[src/rtl/clock_sequencer_if.sv]
// Control/status bundle between the clock sequencer and its surroundings:
// restart request, raw PLL lock inputs, and all registered sequencer outputs.
interface clock_sequencer_if;
    logic       restart;
    logic       ext_pll_lock;
    logic       pix_pll_lock;
    logic       ext_pll_reset;
    logic       pix_pll_reset;
    logic       sensor_reset_n;
    logic       clocks_ready;
    logic       fault;
    logic [3:0] retry_count;
    logic [2:0] state;

    // Sequencer side: consumes requests and locks, drives resets and status.
    modport master (
        input  restart, ext_pll_lock, pix_pll_lock,
        output ext_pll_reset, pix_pll_reset, sensor_reset_n,
               clocks_ready, fault, retry_count, state
    );

    // Environment side: the mirror image of the sequencer.
    modport slave (
        output restart, ext_pll_lock, pix_pll_lock,
        input  ext_pll_reset, pix_pll_reset, sensor_reset_n,
               clocks_ready, fault, retry_count, state
    );
endinterface

[src/rtl/clock_sequencer.sv]
// Power-up clock sequencer: brings up the EXTCLK PLL, cycles the image
// sensor reset, then brings up the pixel PLL. Lock losses retry from the
// right point; too many failed attempts park the block in FAULT.
module clock_sequencer #(
    parameter int unsigned PLL_RST_CYCLES     = 16,
    parameter int unsigned LOCK_FILTER        = 8,
    parameter int unsigned LOCK_TIMEOUT       = 65535,
    parameter int unsigned SENSOR_RST_CYCLES  = 1024,
    parameter int unsigned SENSOR_BOOT_CYCLES = 8192,
    parameter int unsigned MAX_RETRIES        = 3
) (
    input  logic              clk,
    input  logic              reset,
    clock_sequencer_if.master bus
);

    typedef enum logic [2:0] {
        RST_EXT     = 3'd0,
        WAIT_EXT    = 3'd1,
        SENSOR_RST  = 3'd2,
        SENSOR_BOOT = 3'd3,
        RST_PIX     = 3'd4,
        WAIT_PIX    = 3'd5,
        RUN         = 3'd6,
        FAULT       = 3'd7
    } state_t;

    typedef struct packed {
        logic ext_pll_reset;
        logic pix_pll_reset;
        logic sensor_reset_n;
        logic clocks_ready;
        logic fault;
    } outs_t;

    // The dwell counter only has to reach the longest terminal count.
    localparam int unsigned MAX_A     = (PLL_RST_CYCLES > LOCK_TIMEOUT) ? PLL_RST_CYCLES : LOCK_TIMEOUT;
    localparam int unsigned MAX_B     = (SENSOR_RST_CYCLES > SENSOR_BOOT_CYCLES) ? SENSOR_RST_CYCLES : SENSOR_BOOT_CYCLES;
    localparam int unsigned DWELL_MAX = (MAX_A > MAX_B) ? MAX_A : MAX_B;
    localparam int unsigned DW        = $clog2(DWELL_MAX + 1);
    localparam int unsigned FW        = $clog2(LOCK_FILTER + 1);

    // Terminal counts: a state lasting N cycles leaves when dwell == N-1.
    localparam logic [DW-1:0] PLL_LAST     = DW'(PLL_RST_CYCLES - 1);
    localparam logic [DW-1:0] TIMEOUT_LAST = DW'(LOCK_TIMEOUT - 1);
    localparam logic [DW-1:0] SRST_LAST    = DW'(SENSOR_RST_CYCLES - 1);
    localparam logic [DW-1:0] BOOT_LAST    = DW'(SENSOR_BOOT_CYCLES - 1);
    localparam logic [FW-1:0] FILTER_LAST  = FW'(LOCK_FILTER - 1);
    localparam logic [3:0]    RETRY_LIMIT  = 4'(MAX_RETRIES);

    state_t        state;
    state_t        next_state;
    state_t        retry_target;
    logic          do_retry;
    logic          entering;
    logic [3:0]    retry_count;
    logic [3:0]    next_retry;
    logic [DW-1:0] dwell;
    outs_t         outs;

    logic          ext_meta, ext_sync;
    logic          pix_meta, pix_sync;
    logic [FW-1:0] ext_filt, pix_filt;
    logic          ext_ok, pix_ok;

    // Output levels are a pure function of the state being entered; they
    // are registered alongside the state so nothing reaches a pin through
    // combinational decode.
    function automatic outs_t decode(state_t s);
        outs_t o;
        o.ext_pll_reset  = (s == RST_EXT) || (s == FAULT);
        o.pix_pll_reset  = !((s == WAIT_PIX) || (s == RUN));
        o.sensor_reset_n = (s == SENSOR_BOOT) || (s == RST_PIX) ||
                           (s == WAIT_PIX) || (s == RUN);
        o.clocks_ready   = (s == RUN);
        o.fault          = (s == FAULT);
        return o;
    endfunction

    // Two-flop synchronizers for the asynchronous PLL lock inputs.
    always_ff @(posedge clk or posedge reset) begin
        if (reset) begin
            ext_meta <= 1'b0;
            ext_sync <= 1'b0;
            pix_meta <= 1'b0;
            pix_sync <= 1'b0;
        end else begin
            // NOTE: non-blocking assignments let every flop sample the old
            // value of its neighbour, which is what makes this a 2-stage chain.
            ext_meta <= bus.ext_pll_lock;
            ext_sync <= ext_meta;
            pix_meta <= bus.pix_pll_lock;
            pix_sync <= pix_meta;
        end
    end

    // Lock filters: count prior consecutive synced-high cycles, saturating.
    always_ff @(posedge clk or posedge reset) begin
        if (reset) begin
            ext_filt <= '0;
            pix_filt <= '0;
        end else begin
            if (!ext_sync)                   ext_filt <= '0;
            else if (ext_filt != FILTER_LAST) ext_filt <= ext_filt + 1'b1;
            if (!pix_sync)                   pix_filt <= '0;
            else if (pix_filt != FILTER_LAST) pix_filt <= pix_filt + 1'b1;
        end
    end

    // A lock is accepted on the LOCK_FILTER-th consecutive synced-high cycle.
    assign ext_ok = ext_sync && (ext_filt == FILTER_LAST);
    assign pix_ok = pix_sync && (pix_filt == FILTER_LAST);

    // Next-state, retry and restart decisions in priority order.
    always_comb begin
        // NOTE: every variable gets a default first so no path infers a latch.
        next_state   = state;
        next_retry   = retry_count;
        retry_target = RST_EXT;
        do_retry     = 1'b0;

        case (state)
            RST_EXT: begin
                if (dwell == PLL_LAST) next_state = WAIT_EXT;
            end
            WAIT_EXT: begin
                if (ext_ok)                    next_state = SENSOR_RST;
                else if (dwell == TIMEOUT_LAST) do_retry  = 1'b1;
            end
            SENSOR_RST: begin
                if (!ext_sync)              do_retry   = 1'b1;
                else if (dwell == SRST_LAST) next_state = SENSOR_BOOT;
            end
            SENSOR_BOOT: begin
                if (!ext_sync)              do_retry   = 1'b1;
                else if (dwell == BOOT_LAST) next_state = RST_PIX;
            end
            RST_PIX: begin
                if (!ext_sync)             do_retry   = 1'b1;
                else if (dwell == PLL_LAST) next_state = WAIT_PIX;
            end
            WAIT_PIX: begin
                if (!ext_sync) begin
                    do_retry = 1'b1;
                end else if (pix_ok) begin
                    next_state = RUN;
                end else if (dwell == TIMEOUT_LAST) begin
                    do_retry     = 1'b1;
                    retry_target = RST_PIX;
                end
            end
            RUN: begin
                // Ext loss wins when both locks drop together.
                if (!ext_sync) begin
                    do_retry = 1'b1;
                end else if (!pix_sync) begin
                    do_retry     = 1'b1;
                    retry_target = RST_PIX;
                end
            end
            FAULT: begin
                next_state = FAULT;
            end
        endcase

        if (do_retry) begin
            if (retry_count == RETRY_LIMIT) begin
                next_state = FAULT;
            end else begin
                next_state = retry_target;
                next_retry = (retry_count == 4'hF) ? retry_count : retry_count + 4'd1;
            end
        end

        if ((next_state == RUN) && (state != RUN)) next_retry = 4'd0;

        if (bus.restart) begin
            next_state = RST_EXT;
            next_retry = 4'd0;
        end

        // A retry or restart into the current state still counts as an entry.
        entering = bus.restart || do_retry || (next_state != state);
    end

    // Sequencer registers: state, dwell counter, retry count and outputs.
    always_ff @(posedge clk or posedge reset) begin
        if (reset) begin
            state       <= RST_EXT;
            dwell       <= '0;
            retry_count <= 4'd0;
            outs        <= decode(RST_EXT);
        end else begin
            state       <= next_state;
            retry_count <= next_retry;
            outs        <= decode(next_state);
            if (entering)          dwell <= '0;
            else if (dwell != '1)  dwell <= dwell + 1'b1;
        end
    end

    assign bus.ext_pll_reset  = outs.ext_pll_reset;
    assign bus.pix_pll_reset  = outs.pix_pll_reset;
    assign bus.sensor_reset_n = outs.sensor_reset_n;
    assign bus.clocks_ready   = outs.clocks_ready;
    assign bus.fault          = outs.fault;
    assign bus.retry_count    = retry_count;
    assign bus.state          = state;

endmodule

[src/flat_wrapper.sv]
// flat-port wrapper written by rule: the top's interface ports become plain ports
module clock_sequencer_flat 
#(
    parameter int unsigned PLL_RST_CYCLES     = 16,
    parameter int unsigned LOCK_FILTER        = 8,
    parameter int unsigned LOCK_TIMEOUT       = 65535,
    parameter int unsigned SENSOR_RST_CYCLES  = 1024,
    parameter int unsigned SENSOR_BOOT_CYCLES = 8192,
    parameter int unsigned MAX_RETRIES        = 3
)
  (clk, reset, bus_restart, bus_ext_pll_lock, bus_pix_pll_lock, bus_ext_pll_reset, bus_pix_pll_reset, bus_sensor_reset_n, bus_clocks_ready, bus_fault, bus_retry_count, bus_state);
  clock_sequencer_if bus_i ();
  input  logic clk;
  input  logic reset;
  input wire logic [$bits(bus_i.restart)-1:0] bus_restart;
  input wire logic [$bits(bus_i.ext_pll_lock)-1:0] bus_ext_pll_lock;
  input wire logic [$bits(bus_i.pix_pll_lock)-1:0] bus_pix_pll_lock;
  output wire logic [$bits(bus_i.ext_pll_reset)-1:0] bus_ext_pll_reset;
  output wire logic [$bits(bus_i.pix_pll_reset)-1:0] bus_pix_pll_reset;
  output wire logic [$bits(bus_i.sensor_reset_n)-1:0] bus_sensor_reset_n;
  output wire logic [$bits(bus_i.clocks_ready)-1:0] bus_clocks_ready;
  output wire logic [$bits(bus_i.fault)-1:0] bus_fault;
  output wire logic [$bits(bus_i.retry_count)-1:0] bus_retry_count;
  output wire logic [$bits(bus_i.state)-1:0] bus_state;
  assign bus_i.restart = bus_restart;
  assign bus_i.ext_pll_lock = bus_ext_pll_lock;
  assign bus_i.pix_pll_lock = bus_pix_pll_lock;
  assign bus_ext_pll_reset = bus_i.ext_pll_reset;
  assign bus_pix_pll_reset = bus_i.pix_pll_reset;
  assign bus_sensor_reset_n = bus_i.sensor_reset_n;
  assign bus_clocks_ready = bus_i.clocks_ready;
  assign bus_fault = bus_i.fault;
  assign bus_retry_count = bus_i.retry_count;
  assign bus_state = bus_i.state;
  clock_sequencer #(.PLL_RST_CYCLES(PLL_RST_CYCLES), .LOCK_FILTER(LOCK_FILTER), .LOCK_TIMEOUT(LOCK_TIMEOUT), .SENSOR_RST_CYCLES(SENSOR_RST_CYCLES), .SENSOR_BOOT_CYCLES(SENSOR_BOOT_CYCLES), .MAX_RETRIES(MAX_RETRIES)) u_core (.clk(clk), .reset(reset), .bus(bus_i));
endmodule
[config.mk]
export PLATFORM = sky130hd
export DESIGN_NAME = clock_sequencer_flat
export DESIGN_NICKNAME = d
export VERILOG_FILES = /design/src/rtl/clock_sequencer_if.sv /design/src/rtl/clock_sequencer.sv /design/src/flat_wrapper.sv
export SDC_FILE = /design/constraint.sdc
export NUM_CORES = 1
export LEC_CHECK = 0
export CAP_MARGIN = 5
export CORE_MARGIN = 4
export CORE_UTILIZATION = 60
export DETAILED_ROUTE_END_ITERATION = 8
export PLACE_DENSITY = 0.84
export SLEW_MARGIN = 20
export SYNTH_ARGS = -nofsm -noshare
export SYNTH_HDL_FRONTEND = slang
export SYNTH_SLANG_ARGS = --single-unit
[constraint.sdc]
create_clock -name clk -period 4.2 [get_ports clk]
set_input_delay 0.84 -clock clk [delete_from_list [all_inputs] [get_ports clk]]
set_output_delay 0.84 -clock clk [all_outputs]
set_load 0.03 [all_outputs]
==> flow_summary.yaml, run 1 <==
sta:
  setup-violations-final: 0
  final_max_slew_viol_count: 0
  setup-tns-final_ns: 0
  min_period_over_period_pct: 61.5
  worst_pin_slew_ns: 0.876
  clock_skew_ns: 0.00224
  slew_headroom_pct: 41.4
  fin_crit_ns: 2.58
  hold_ws_ns: 0.353
  rsz0062_at_grt: "no"
  hold_viol: 0
  fmax_ghz: 0.387
detailed_routing:
  via_count: 1704
  firstDrtPassIters: 4
  wl_per_cell_um: 15.0
  vias_per_cell: 5.94
  drtIter0Drc: 96
  wl_mm: 4.30
  drc: 0
  ant_nets: 0
floorplanning:
  fp-row-count: 22
  dieArea_um2: 4930
  die_y_um: 70.2
  ios: 17
  core_area_um2: 3690
  start_util_pct: 62.9
  die_width_um: 70.2
layout:
  nets: 248
  final_cell_mix: "dfrtp_1 (38), nor2_1 (20), clkdlybuf4s50_1 (16)"
  diodes: 0
  multiInputGateArea_um2: 1210
  final_common_cell: "dfrtp_1"
  fillers: 297
  regArea_um2: 1000
  syn_to_final_growth_pct: 11.0
  layout-drive-gt1-share_pct: 15.1
clock_network:
  cts_resized: 0
  post-cts-setup-buffer-count: 0
  clk_transition_reported_paths_ns: 0.07
  clock-sinks: 40
  h-tree-depth: 2
  clockRootBuffer: "clkbuf_8"
  ctsHoldBuffers: 0
  cts_inserted_buffers: 5
  cts_max_path_buffers: 2
  cts_tree: "built"
  worstSkewPairLatency_ns: 0.29
global_route:
  grt_antenna_before_repair: 0
  grt_pass1_wl_mm: 7.59
  overflow: 0
  grt_pass1_vias: 1580
  grt_max_degree: 22
  grt.total_usage_pct: 19.2
setup_path:
  worstReg2RegStart: "u_core.dwell[8]"
  r2r_cells: 6
  required_ns: 4.34
  crit_path_end: "u_core.bus.sensor_reset_n"
  cp_max_fo: 7
  r2r_setup_slack_ns: 1.62
  start_kind: "flip-flop"
  critPathKind: "flip-flop to flip-flop"
  crit_path_end_kind: "flip-flop"
  critPathArrivalTime_ns: 2.72
  reg2reg_to: "u_core.bus.sensor_reset_n"
  cp-startpoint: "u_core.dwell[8]"
placed_design:
  gp_congestion: 0.911
  io_buffers: 16
  dp_hpwl_mm: 3.12
synthesis:
  synth_area_um2: 2320
  avgSynthCellArea_um2: 10.4
  synth_cell_types: 52
  ys_seq_elements: 40
  yosys_warnings: 0
  ys_seq_area_share_pct: 43.3
  syn_inst: 222
  synth.net_count: 232
power:
  p_leak_uw: 0.00114
  powerDensity_nw_per_um2: 293
  power_uw: 754
  peakVddDrop_mv: 0.210
outcome:
  status: "completed"
flow_run:
  maxCapViolCount: 0
hold_path:
  hold_class: "flip-flop to flip-flop"
-- cells in the mapped netlist (all sizes together) --
| library cell | n | area [um^2] |
|---|---|---|
| or2 | 1 | 6.26 |
| o2111ai | 2 | 17.5 |
| a2111oi | 1 | 8.76 |
| and3 | 5 | 31.3 |
| xor2 | 11 | 96.3 |
| nand4 | 6 | 43.8 |
| inv | 6 | 22.5 |
| a31oi | 2 | 12.5 |
| o21ba | 1 | 10.0 |
| buf | 8 | 81.3 |
| nand2b | 3 | 33.8 |
| o22ai | 1 | 12.5 |
| o311ai | 2 | 17.5 |
| ha | 5 | 62.6 |
| nor2b | 5 | 31.3 |
| nand3 | 13 | 65.1 |
| dfstp | 2 | 52.6 |
| nand3b | 3 | 47.6 |
| o221a | 1 | 11.3 |
| nor3b | 2 | 15.0 |
| or3 | 2 | 13.8 |
| or4 | 2 | 22.5 |
| o21bai | 2 | 15.0 |
| and4bb | 1 | 16.3 |
| dfrtp | 38 | 951 |
| and4 | 3 | 26.3 |
| nor3 | 7 | 40.0 |
| a21o | 1 | 7.51 |
| a211oi | 7 | 62.6 |
| nor4 | 2 | 12.5 |
| nand2 | 14 | 52.6 |
| a21oi | 5 | 25.0 |
| xnor2 | 3 | 26.3 |
| and2 | 4 | 25.0 |
| mux2i | 5 | 50.1 |
| or4b | 1 | 10.0 |
| o2bb2ai | 1 | 8.76 |
| o21ai | 11 | 55.1 |
| nor2 | 31 | 199 |
| a311oi | 1 | 8.76 |
| o211ai | 1 | 12.5 |
-- cells by family after synthesis --
group                      share of synthesized area, %
buffers and inverters                              4.48
xor gates and xnor gates                           5.29
and+or+nand+nor                                    29.8
AOI/OAI and AO/OA                                  12.3
muxes                                              2.16
DFF                                                43.3
adders and majority gates                          2.70
-- critical path, cell delays in order, from the launching register on --
cell      delay [ns]
dfrtp_1         0.48
nand4_2         0.18
nor2_1          0.40
and4bb_4        0.33
o21ai_0         0.20
o311ai_0        0.68
mux2i_1         0.16
-- sequential cells by signal, summed over array words and instances (netlist names) --
register,flops
u_core.bus.state,3
u_core.bus.fault,1
u_core.ext_filt,4
u_core.pix_sync,1
u_core.dwell,16
u_core.bus.ext_pll_reset,1
u_core.pix_filt,4
u_core.bus.pix_pll_reset,1
u_core.ext_sync,1
u_core.bus.clocks_ready,1
u_core.bus.retry_count,4
u_core.ext_meta,1
u_core.bus.sensor_reset_n,1
u_core.pix_meta,1
-- metal layers --
| layer | track usage (%) | routed length [um] |
|---|---|---|
| met4 | 6.38 | 46 |
| met1 | 26.3 | 1940 |
| met2 | 30.7 | 2110 |
| met5 | 0 | 0 |
| met3 | 3.45 | 198 |
-- per-stage QoR --
stage | setup WS (ns) | utilization [%] | cell area, um^2 | std cells
5_1_grt | 1.32 | 69.8 | 2570 | 287
6_report | 1.62 | 69.8 | 2570 | 287
4_1_cts | 1.64 | 69.8 | 2570 | 287
3_3_place_gp | 1.72 | 66.9 | 2470 | 279
3_5_place_dp | 1.66 | 66.9 | 2470 | 279
2_1_floorplan | 1.79 | - | 2320 | 222
-- power by group --
part	total, uW	internal [uW]	switching [uW]	leakage, uW
combinational	43.7	17.2	26.5	0.000555
sequential	406	394	11.8	0.000535
clock	305	176	128	0.0000552
total	754	588	167	0.00114
-- worst min-delay path by stage --
stage	start	end	slack, ns	depth (start not counted)
floorplan	u_core.ext_meta	u_core.ext_sync	0.33	0
global placement	u_core.ext_meta	u_core.ext_sync	0.33	0
detailed placement	u_core.ext_meta	u_core.ext_sync	0.34	0
CTS	u_core.ext_meta	u_core.ext_sync	0.35	0
global route	u_core.pix_meta	u_core.pix_sync	0.36	0
finish	u_core.pix_meta	u_core.pix_sync	0.35	0
-- layout make-up --
cell class	instances	area share, %
Clock buffer	6	2.82
Clock inverter	2	1.36
Inverter	6	0.875
Multi-Input combinational cell	168	47.1
Sequential cell	40	39.0
Tap cell	48	2.33
Timing Repair Buffer	17	6.51
Note: power is estimated with default switching activity, not from simulation.
==> run 2, diff against run 1 <==
CORE_UTILIZATION = 53   (was 60)
PLACE_DENSITY = 0.79   (was 0.84)
clock period = 2.3 ns   (was 4.2 ns; I/O delays follow)
==> run 2 against run 1 <==
Effect of this change:
- critical path depth is 1 higher
- the run now ends with setup timing left
- largest power group unchanged
- flip-flop and latch count stayed put
- first-iteration DRC count is 81% higher
- critical endpoint is now u_core.dwell[14]
==> flow_summary.yaml, run 2 (same netlist as run 1, synthesis figures left out) <==
setup_path:
  required_ns: 2.49
  critPathKind: "flip-flop to flip-flop"
  cp_max_fo: 5
  start_kind: "flip-flop"
  critPathArrivalTime_ns: 2.50
  crit_path_end_kind: "flip-flop"
placed_design:
  dp_hpwl_mm: 3.49
  gp_congestion: 0.887
  place_area_um2: 2650
  io_buffers: 16
  placed_cells: 303
hold_path:
  hold_class: "flip-flop to flip-flop"
detailed_routing:
  wl_per_cell_um: 15.6
  firstDrtPassIters: 4
  wl_mm: 5.04
  via_count: 1855
  ant_nets: 0
  drc: 0
  vias_per_cell: 5.73
  drtIter0Drc: 174
sta:
  fin_crit_ns: 2.31
  min_period_over_period_pct: 100
  slew_headroom_pct: 63.1
  setup-tns-final_ns: -0.0105
  rsz0062_at_grt: "yes"
  worst_slack_ns: -0.00785
  final_max_slew_viol_count: 0
  hold_viol: 0
  worst_pin_slew_ns: 0.552
  setup-violations-final: 3
  fmax_ghz: 0.433
  clock_skew_ns: 0.0137
global_route:
  grt_max_degree: 17
  grt_pass1_vias: 1657
  overflow: 0
  grt_antenna_before_repair: 0
  grt_pass1_wl_mm: 7.94
  grt_use_met2_pct: 29.3
  grt.met3_usage_pct: 3.78
  gr-usage-met1_pct: 26.9
  top_usage_layer: "met2"
  grt.total_usage_pct: 19.0
layout:
  final_cell_mix: "buf_4 (30), dfrtp_1 (30), nor2_1 (19)"
  diodes: 0
  fin_area_um2: 2990
  layout-drive-gt1-share_pct: 34.7
  nets: 283
  regArea_um2: 1010
  multiInputGateArea_um2: 1330
  largest_register_ffs: 16
  largest_register: "u_core.dwell"
  fillers: 287
  layout.cells.non_filler: 324
  syn_to_final_growth_pct: 28.9
floorplanning:
  ios: 17
  fp-row-count: 23
  die_y_um: 74.2
  start_util_pct: 56.4
  die_width_um: 74.2
  core_area_um2: 4120
  dieArea_um2: 5500
clock_network:
  ctsHoldBuffers: 0
  cts_tree: "built"
  cts_inserted_buffers: 5
  h-tree-depth: 2
  clock-sinks: 40
  cts_max_path_buffers: 2
  worstSkewPairLatency_ns: 0.30
  clk_transition_reported_paths_ns: 0.07
  clockRootBuffer: "clkbuf_8"
flow_run:
  maxCapViolCount: 0
outcome:
  status: "finished, violations left"
  violations: "setup timing"
power:
  powerDensity_nw_per_um2: 477
  peakVddDrop_mv: 0.305
  power_uw: 1430
  p_leak_uw: 0.00133
run 2: cell count changes in the layout (fill, tap and decap cells not counted), sizes merged:
| cell | before | now |
|---|---|---|
| buf | 1 | 35 |
| or4 | 2 | 3 |
run 2: timing repair:
action | CTS | global route
setup endpoints to repair | 13 | 22
buffers inserted | 0 | 12
pin swaps | 1 | 8
gates resized for setup | 4 | 26
cloned | 1 | 0
run 2: metal layers:
layer,part of all wire (%),up-vias
li1,-,896
met1,44,895
met2,49,57
met4,1.7,0
met5,0,-
met3,5.8,7
run 2: cell type report:
| cell class | instances | area share, % |
|---|---|---|
| clock inverter | 2 | 1.17 |
| inverter | 6 | 0.753 |
| multi-input combinational | 169 | 44.5 |
| tap | 50 | 2.09 |
| timing repair buffer | 51 | 15.1 |
| clock buffer | 6 | 2.43 |
| sequential | 40 | 33.9 |
run 2: power by group:
group | total [uW] | leakage, uW | internal [uW] | switching (uW)
Clock | 571 | 0.0000552 | 322 | 249
Sequential | 742 | 0.000523 | 720 | 21.7
Combinational | 112 | 0.000756 | 54.7 | 57.4
run 2: path summary, 6_finish.rpt:
kind | to | slack [ns] | depth (start not counted) | start
max in group asynchronous | u_core.dwell[5] | 1.19 | 3 | reset
min in group asynchronous | u_core.bus.retry_count[0] | 0.51 | 2 | reset
setup reg to reg | u_core.dwell[14] | -0.008 | 7 | u_core.dwell[13]
setup / recovery | u_core.dwell[14] | -0.008 | 7 | u_core.dwell[13]
hold reg to reg | u_core.ext_sync | 0.35 | 0 | u_core.ext_meta
hold / removal | u_core.ext_sync | 0.35 | 0 | u_core.ext_meta
run 2: worst max-delay path, stage by stage, from the launching register on:
cell and delay (ns):
dfrtp_1 0.38, or4b_1 0.52, or4_4 0.46, o21ai_1 0.20, and4_4 0.27, or4_4 0.17, buf_4 0.15, nor2_1 0.05
run 2: metrics by stage:
stage / util [%] / hold WS [ns] / setup WS (ns)
final: 72.7 / 0.351 / -0.00785
after floorplan: - / 0.331 / -0.0492
after global routing: 72.7 / 0.367 / -0.0540
after CTS: 67.8 / 0.355 / 0.00163
after global placement: 64.5 / 0.336 / 0.00862
after detailed placement: 64.5 / 0.337 / -0.0347
==> run 3, diff against run 2 <==
PLACE_DENSITY = 0.76   (was 0.79)
SLEW_MARGIN = default   (was 20)
==> run 3 against run 2 <==
Effect of this change:
- the flow still finishes with violations (setup timing)
- critical endpoint is now u_core.dwell[6]
- worst hold slack improved by 0.0066 ns
- wire length rose by 2.9%
- clock skew decreased by 0.0069 ns
==> flow_summary.yaml, run 3 (same netlist as run 1, synthesis figures left out) <==
detailed_routing:
  drtIter0Drc: 201
  wl_mm: 5.19
  vias_per_cell: 5.74
  drc: 0
  firstDrtPassIters: 4
  wl_per_cell_um: 15.7
  via_count: 1893
  ant_nets: 0
power:
  switching_share_pct: 24.3
  powerDensity_nw_per_um2: 448
  clkPwrFrac_pct: 36.2
  netSwitchingPower_uw: 328
  peakVddDrop_mv: 0.348
  power_frac_seq_pct: 54.9
  p_leak_uw: 0.00135
  internal_power_uw: 1020
  p_comb_share_pct: 8.9
setup_path:
  start_kind: "flip-flop"
  cp_max_fo: 11
  required_ns: 2.53
  r2r_setup_slack_ns: -0.02
  critPathArrivalTime_ns: 2.55
  slowest_stage: "or4_4"
  crit_path_cell_trace: "inv_1 > a211oi_1 > a211oi_4 > and4_1 > or4_4 > buf_12 > nor2_4"
  critPathKind: "flip-flop to flip-flop"
  crit_path_end_kind: "flip-flop"
  cpPeakStageDelay_ns: 0.63
layout:
  largest_register_ffs: 16
  final_cell_mix: "buf_4 (38), dfrtp_1 (31), nor2_1 (20)"
  final_common_cell: "buf_4"
  finish.utilization_pct: 73.3
  fillers: 264
  largest_register: "u_core.dwell"
  diodes: 0
  nets: 289
  layout-drive-gt1-share_pct: 34.6
  syn_to_final_growth_pct: 30.0
  fin_area_um2: 3020
flow_run:
  maxCapViolCount: 0
outcome:
  status: "finished, violations left"
  violations: "setup timing"
sta:
  slew_headroom_pct: 65.2
  fmax_ghz: 0.432
  final_max_slew_viol_count: 0
  min_period_over_period_pct: 101
  setup-violations-final: 7
  hold_viol: 0
  fin_crit_ns: 2.32
  worst_pin_slew_ns: 0.519
  rsz0062_at_grt: "yes"
  worst_slack_ns: -0.0162
  clock_skew_ns: 0.00681
global_route:
  grt_pass1_wl_mm: 8.47
  grt_max_degree: 41
  grt_pass1_vias: 1829
  grt_antenna_before_repair: 0
  overflow: 0
  grt.total_usage_pct: 20.1
placed_design:
  dp_slack_ns: -0.0394
  place_area_um2: 2750
  dp_hpwl_mm: 3.35
  io_buffers: 16
  gp_congestion: 0.827
floorplanning:
  die_width_um: 74.2
  ios: 17
  core_area_um2: 4120
  start_util_pct: 56.4
  fp-row-count: 23
  die_y_um: 74.2
  dieArea_um2: 5500
clock_network:
  h-tree-depth: 2
  worstSkewPairLatency_ns: 0.30
  clk_transition_reported_paths_ns: 0.08
  cts_max_path_buffers: 2
  cts_inserted_buffers: 5
  cts_tree: "built"
  clockRootBuffer: "clkbuf_8"
  clock-sinks: 40
  ctsHoldBuffers: 0
hold_path:
  hold_class: "flip-flop to flip-flop"
-- run 3: critical path: cells and delay by family, from the launching register on --
kind / cells / cell delay (ns)
and+or+nand+nor: 3 / 0.91
DFF: 1 / 0.54
AOI/OAI and AO/OA: 2 / 0.51
buffers and inverters: 2 / 0.27
-- run 3: final timing paths --
| kind | cells past startpoint | end | startpoint |
|---|---|---|---|
| worst max-delay path | 7 | u_core.dwell[6] | u_core.bus.state[1] |
| worst min-delay path | 0 | u_core.ext_sync | u_core.ext_meta |
| worst max register to register | 7 | u_core.dwell[6] | u_core.bus.state[1] |
| worst min register to register | 0 | u_core.ext_sync | u_core.ext_meta |
| max in group asynchronous | 3 | u_core.dwell[5] | reset |
| min in group asynchronous | 3 | u_core.bus.retry_count[0] | reset |
-- run 3: power by group through the flow --
stage          clock, uW  combinational (uW)  sequential, uW
5_1_grt              542                 135             743
4_1_cts              506                 113             737
3_5_place_dp           0                 110             751
3_3_place_gp           0                 107             749
6_report             489                 120             741
2_1_floorplan          0                67.8             747
-- run 3: area by class of cell --
cell class                      instances  area, um^2  share of cell area (%)
Multi-Input combinational cell        169        1320                    43.9
Sequential cell                        40        1010                    33.6
Timing Repair Buffer                   57         497                    16.5
Clock buffer                            6        82.6                    2.74
Tap cell                               50        62.6                    2.07
Inverter                                6        22.5                   0.747
Clock inverter                          2        15.0                   0.498
-- run 3: timing repair --
action                                  4_1_cts  5_1_grt
cloned                                        1        0
setup buffers                                 0        7
gates resized for setup                       6       18
endpoints found under the setup margin       11       17
pin swaps                                     2       18
-- run 3: metal layers --
layer,global-route usage [%],routed length [um],part of all wire [%]
met5,0,0,0
met4,8.85,132,2.5
met3,5.41,259,5.0
met2,30.9,2410,47
met1,26.6,2380,46
-- run 3: per-stage QoR --
step           TNS, ns  cells  power, uW  hold slack, ns
6_report       -0.0890    330       1350           0.358
5_1_grt          -1.28    330       1420           0.371
4_1_cts              0    323       1360           0.361
3_5_place_dp    -0.289    314        861           0.343
3_3_place_gp         0    314        856           0.333
2_1_floorplan   -0.478    222        815           0.331
